--- config.mk ---
export PLATFORM = sky130hd
export DESIGN_NAME = decoder_3to8_seq
export DESIGN_NICKNAME = d
export VERILOG_FILES = /design/src/rtl/decoder_3to8_seq.sv
export SDC_FILE = /design/constraint.sdc
export NUM_CORES = 1
export LEC_CHECK = 0
export CELL_PAD_IN_SITES_DETAIL_PLACEMENT = 1
export CELL_PAD_IN_SITES_GLOBAL_PLACEMENT = 1
export CORE_MARGIN = 1.5
export CORE_UTILIZATION = 30
export DETAILED_ROUTE_END_ITERATION = 10
export HOLD_SLACK_MARGIN = 0.05
export PLACE_DENSITY_LB_ADDON = 0.1
export SLEW_MARGIN = 15
export SYNTH_ARGS = -nofsm -noshare
export SYNTH_HDL_FRONTEND = slang
export SYNTH_SLANG_ARGS = --single-unit
--- constraint.sdc ---
create_clock -name clk -period 2.4 [get_ports clk]
set_clock_uncertainty 0.1 [all_clocks]
set_input_delay 0.48 -clock clk [delete_from_list [all_inputs] [get_ports clk]]
set_output_delay 0.48 -clock clk [all_outputs]
set_load 0.02 [all_outputs]
--- src/rtl/decoder_3to8_seq.sv ---
// Registered 3-to-8 decoder: accepts an index over valid/ready, pulses one-hot Y for HOLD_CYCLES, then idles Y for GAP_CYCLES.
// Define DEC3TO8_PARITY_EN to add par_in/err: an accepted index with even parity on {par_in,A} is dropped and flagged.
module decoder_3to8_seq #(
  parameter int HOLD_CYCLES = 4,
  parameter int GAP_CYCLES  = 1
) (
  input  logic       clk,
  input  logic       rst,
  input  logic       E,
  input  logic       in_valid,
  output logic       in_ready,
  input  logic [2:0] A,
  output logic [7:0] Y,
  output logic       busy,
  output logic       done
`ifdef DEC3TO8_PARITY_EN
  ,
  input  logic       par_in,
  output logic       err
`endif
);

  localparam int MAX_CNT = (HOLD_CYCLES > GAP_CYCLES) ? HOLD_CYCLES : GAP_CYCLES;
  localparam int CNT_W   = $clog2(MAX_CNT + 1);
  localparam logic [CNT_W-1:0] HOLD_LAST = CNT_W'(HOLD_CYCLES - 1);
  localparam logic [CNT_W-1:0] GAP_LAST  = CNT_W'((GAP_CYCLES > 0) ? GAP_CYCLES - 1 : 0);

  localparam logic [1:0] ST_IDLE = 2'd0;
  localparam logic [1:0] ST_HOLD = 2'd1;
  localparam logic [1:0] ST_GAP  = 2'd2;

  logic [1:0]       state_q, state_d;
  logic [CNT_W-1:0] cnt_q, cnt_d;
  logic [7:0]       y_q, y_d;
  logic             done_q, done_d;
  logic             err_q, err_d;
  logic             accept;
  logic             par_ok;

`ifdef DEC3TO8_PARITY_EN
  assign par_ok = ^{par_in, A};
  assign err    = err_q;
`else
  assign par_ok = 1'b1;
`endif

  assign in_ready = (state_q == ST_IDLE) & E;
  assign accept   = in_valid & in_ready;
  assign Y        = y_q;
  assign busy     = (state_q == ST_HOLD) | (state_q == ST_GAP);
  assign done     = done_q;

  always_comb begin
    state_d = state_q;
    cnt_d   = cnt_q;
    y_d     = y_q;
    done_d  = 1'b0;
    err_d   = 1'b0;
    case (state_q)
      ST_IDLE: begin
        if (accept) begin
          if (par_ok) begin
            state_d = ST_HOLD;
            y_d     = 8'h01 << A;
            cnt_d   = '0;
          end else begin
            err_d = 1'b1;
          end
        end
      end
      ST_HOLD: begin
        // Dropping E aborts the pulse: Y clears without a done strobe.
        if (!E) begin
          state_d = ST_IDLE;
          y_d     = 8'h00;
          cnt_d   = '0;
        end else if (cnt_q == HOLD_LAST) begin
          state_d = (GAP_CYCLES > 0) ? ST_GAP : ST_IDLE;
          y_d     = 8'h00;
          cnt_d   = '0;
          done_d  = 1'b1;
        end else begin
          cnt_d = cnt_q + CNT_W'(1);
        end
      end
      ST_GAP: begin
        if (cnt_q == GAP_LAST) begin
          state_d = ST_IDLE;
          cnt_d   = '0;
        end else begin
          cnt_d = cnt_q + CNT_W'(1);
        end
      end
      default: begin
        state_d = ST_IDLE;
        y_d     = 8'h00;
        cnt_d   = '0;
      end
    endcase
  end

  always_ff @(posedge clk) begin
    if (rst) begin
      state_q <= ST_IDLE;
      cnt_q   <= '0;
      y_q     <= 8'h00;
      done_q  <= 1'b0;
      err_q   <= 1'b0;
    end else begin
      state_q <= state_d;
      cnt_q   <= cnt_d;
      y_q     <= y_d;
      done_q  <= done_d;
      err_q   <= err_d;
    end
  end

endmodule
==> impl_metrics.py <==
metrics = {
    "placed_design": {
        "gp_congestion": 0.6853,
        "placed_cells": 133,
        "portBuffers": 17,
        "hpwl_microns": 1326,
        "place_area_sq_um": 989.7,
    },
    "die": {
        "die_x_microns": 53.19,
        "die-area_sq_um": 2829,
        "die_h_microns": 53.19,
        "initial_core_util_pct": 31.07,
        "io_pins": 18,
        "core-area_sq_um": 2432,
        "std_cell_rows": 18,
    },
    "pwr": {
        "power_w": 0.0006626,
        "powerDensity_nw_per_um2": 644.2,
        "ir_drop_uv": 299.5,
        "leakagePower_nw": 0.4381,
    },
    "clocking": {
        "cts.root.buffer_cell": "clkbuf_4",
        "h-tree-depth": 1,
        "cts-resized-gates": 0,
        "cts_tree": "built",
        "hold_buffers": 0,
        "post_cts_buffers": 0,
        "cts_sinks": 14,
        "clock_latency_ns": 0.28,
        "clockBufferDepth": 2,
        "clk_pin_slew_worst_paths_ns": 0.09,
        "cts_buffers": 3,
    },
    "finish": {
        "design_area_sq_um": 1028,
        "stdcell_count": 137,
        "mostFrequentLayoutCells": "nor2_1, clkdlybuf4s50_1, dfxtp_1, mux2i_1, ha_1",
        "nFillCells": 294,
        "num-nets-final": 123,
        "antenna_cells": 0,
        "fin_util_pct": 42.28,
        "area.growth.synth_to_final_pct": 36.09,
        "drive_gt1_share_pct": 11.21,
        "mostFrequentLayoutCell": "nor2_1",
    },
    "synthesis": {
        "async_flop_share_pct": 0,
        "synth.top_cell.area_share_pct": 37.09,
        "synth-edff-count": 0,
        "synth_seq_cells": 14,
        "mappedNetlistNets": 98,
        "ys_seq_area_share_pct": 37.09,
        "ys_types": 20,
        "synthFlopType": "dfxtp_1",
        "ys_warn_count": 0,
        "yosysTopAreaCell": "dfxtp_1",
        "synthesis.area_sq_um": 755.7,
        "postSynthAreaPerCell_sq_um": 9.105,
        "synthTopCellsByArea": "dfxtp_1, ha_1, mux2i_1, nor2_1, inv_1",
        "netlist_instances": 83,
    },
    "setup_path": {
        "reg2reg_from": "cnt_q[0]$_SDFFE_PP0P_",
        "crit_type": "reg -> out",
        "cp.arrival_ns": 1.68,
        "cp_slowest_cell": "clkdlybuf4s50_1",
        "worstPathCellList": "inv_1 > ha_1 > and2_1 > clkdlybuf4s50_1",
        "end_kind": "primary output",
        "critical-path-max-stage-delay_ns": 0.59,
        "start_kind": "flop",
        "rrSetupSlack_ns": 0.52,
        "r2r_end": "cnt_q[0]$_SDFFE_PP0P_",
        "required_ns": 1.82,
        "critPathMaxFanout": 4,
        "r2r_cells": 6,
    },
    "sta": {
        "setup_viol": 0,
        "hold_violations": 0,
        "fin_setup_tns_ns": 0,
        "fin_crit_ns": 2.258,
        "finalCritPeriodShare_pct": 94.10,
        "worst_pin_slew_ns": 0.4795,
        "slew_headroom_pct": 67.85,
        "slew_violations": 0,
        "rsz0062_at_grt": "false",
        "fmax_mhz": 442.8,
    },
    "hold_path": {
        "hold_class": "reg -> reg",
        "min_to": "Y[4]$_SDFFE_PP0P_",
        "min_from": "Y[4]$_SDFFE_PP0P_",
        "worstHoldPathCells": 2,
    },
    "route": {
        "drc": 0,
        "wirelength_microns": 1676,
        "ant_nets": 0,
        "vias": 658,
        "firstDrtPassIters": 2,
        "wl_per_cell_microns": 12.23,
        "routed_via_density": 4.803,
        "drt_iter0_drc": 5,
    },
    "global_routing": {
        "grt_max_degree": 10,
        "grt_remaining_overflow": 0,
        "grt_pass1_vias": 674,
        "antenna_found_initial": 0,
        "track_usage_pct": 14.16,
        "grt_pass1_wl_microns": 2856,
    },
    "run": {
        "maxCapViolations": 0,
    },
    "run_status": {
        "status": "complete, no violations",
    },
}
==> stage by stage <==
step           hold WS [ns]  worst slack (ns)
6_report             0.4031            0.1416
5_1_grt              0.4525           0.01388
4_1_cts              0.4072           0.07692
3_5_place_dp         0.3920            0.1531
3_3_place_gp         0.3757            0.1614
2_1_floorplan        0.3555            0.6618
==> cell usage after synthesis (2+ instances only) <==
library cell  instances
a21oi_1               4
dfxtp_1              14
nand2b_1              4
inv_1                 7
nor2_1               18
nor3_1                2
mux2i_1              10
ha_1                  8
and2_1                2
nand2_1               4
==> where the power goes <==
part           internal [W]  switching, W  total (W)
Combinational      0.000112      0.000124   0.000236
Sequential         0.000245    0.00000761   0.000252
Clock             0.0000922     0.0000817   0.000174
Total              0.000449      0.000214   0.000663
==> area by class of cell <==
class	instances	area [sq um]	area share (%)
Sequential cell	14	280.3	27.25
Inverter	7	26.28	2.555
Timing Repair Buffer	21	202.7	19.71
Multi-Input combinational cell	61	445.4	43.31
Clock buffer	4	36.28	3.528
Tap cell	30	37.54	3.650
==> worst max-delay path, delay by kind of cell, from the launching register on <==
family        cells  cell delay [ns]
buf+inv           2             0.70
flops             1             0.33
fa+ha+maj         1             0.22
simple gates      1             0.14
==> worst max path at each step <==
| stage | slack, ns | end | from |
|---|---|---|---|
| finish | 0.14 | in_ready | state_q[0]$_SDFFE_PP0P_ |
| global route | 0.01 | in_ready | state_q[0]$_SDFFE_PP0P_ |
| CTS | 0.08 | busy | state_q[0]$_SDFFE_PP0P_ |
| detailed placement | 0.15 | in_ready | E |
| global placement | 0.16 | in_ready | E |
| floorplan | 0.66 | cnt_q[0]$_SDFFE_PP0P_ | cnt_q[0]$_SDFFE_PP0P_ |
==> metal layers <==
metal	share of wire (%)	GRT usage [%]	vias up
li1	-	-	327
met1	49	17.13	319
met2	47	22.92	10
met3	3.2	3.390	2
met4	0.89	7.692	0
met5	0	0	-
==> cell families (layout without fill, tap and decap cells) <==
logic type,Yosys count,after routing,share of synthesized area [%]
flops,14,14,37.09
compound gates,8,8,8.278
simple gates,35,35,24.17
buf+inv,8,32,3.974
mux,10,10,13.25
fa+ha+maj,8,8,13.25
==> registers in the layout, summed over array words and instances (netlist names) <==
| name | flops |
|---|---|
| state_q | 2 |
| cnt_q | 3 |
| Y | 8 |
| done | 1 |
No activity file was read; power rests on OpenSTA's default activity.
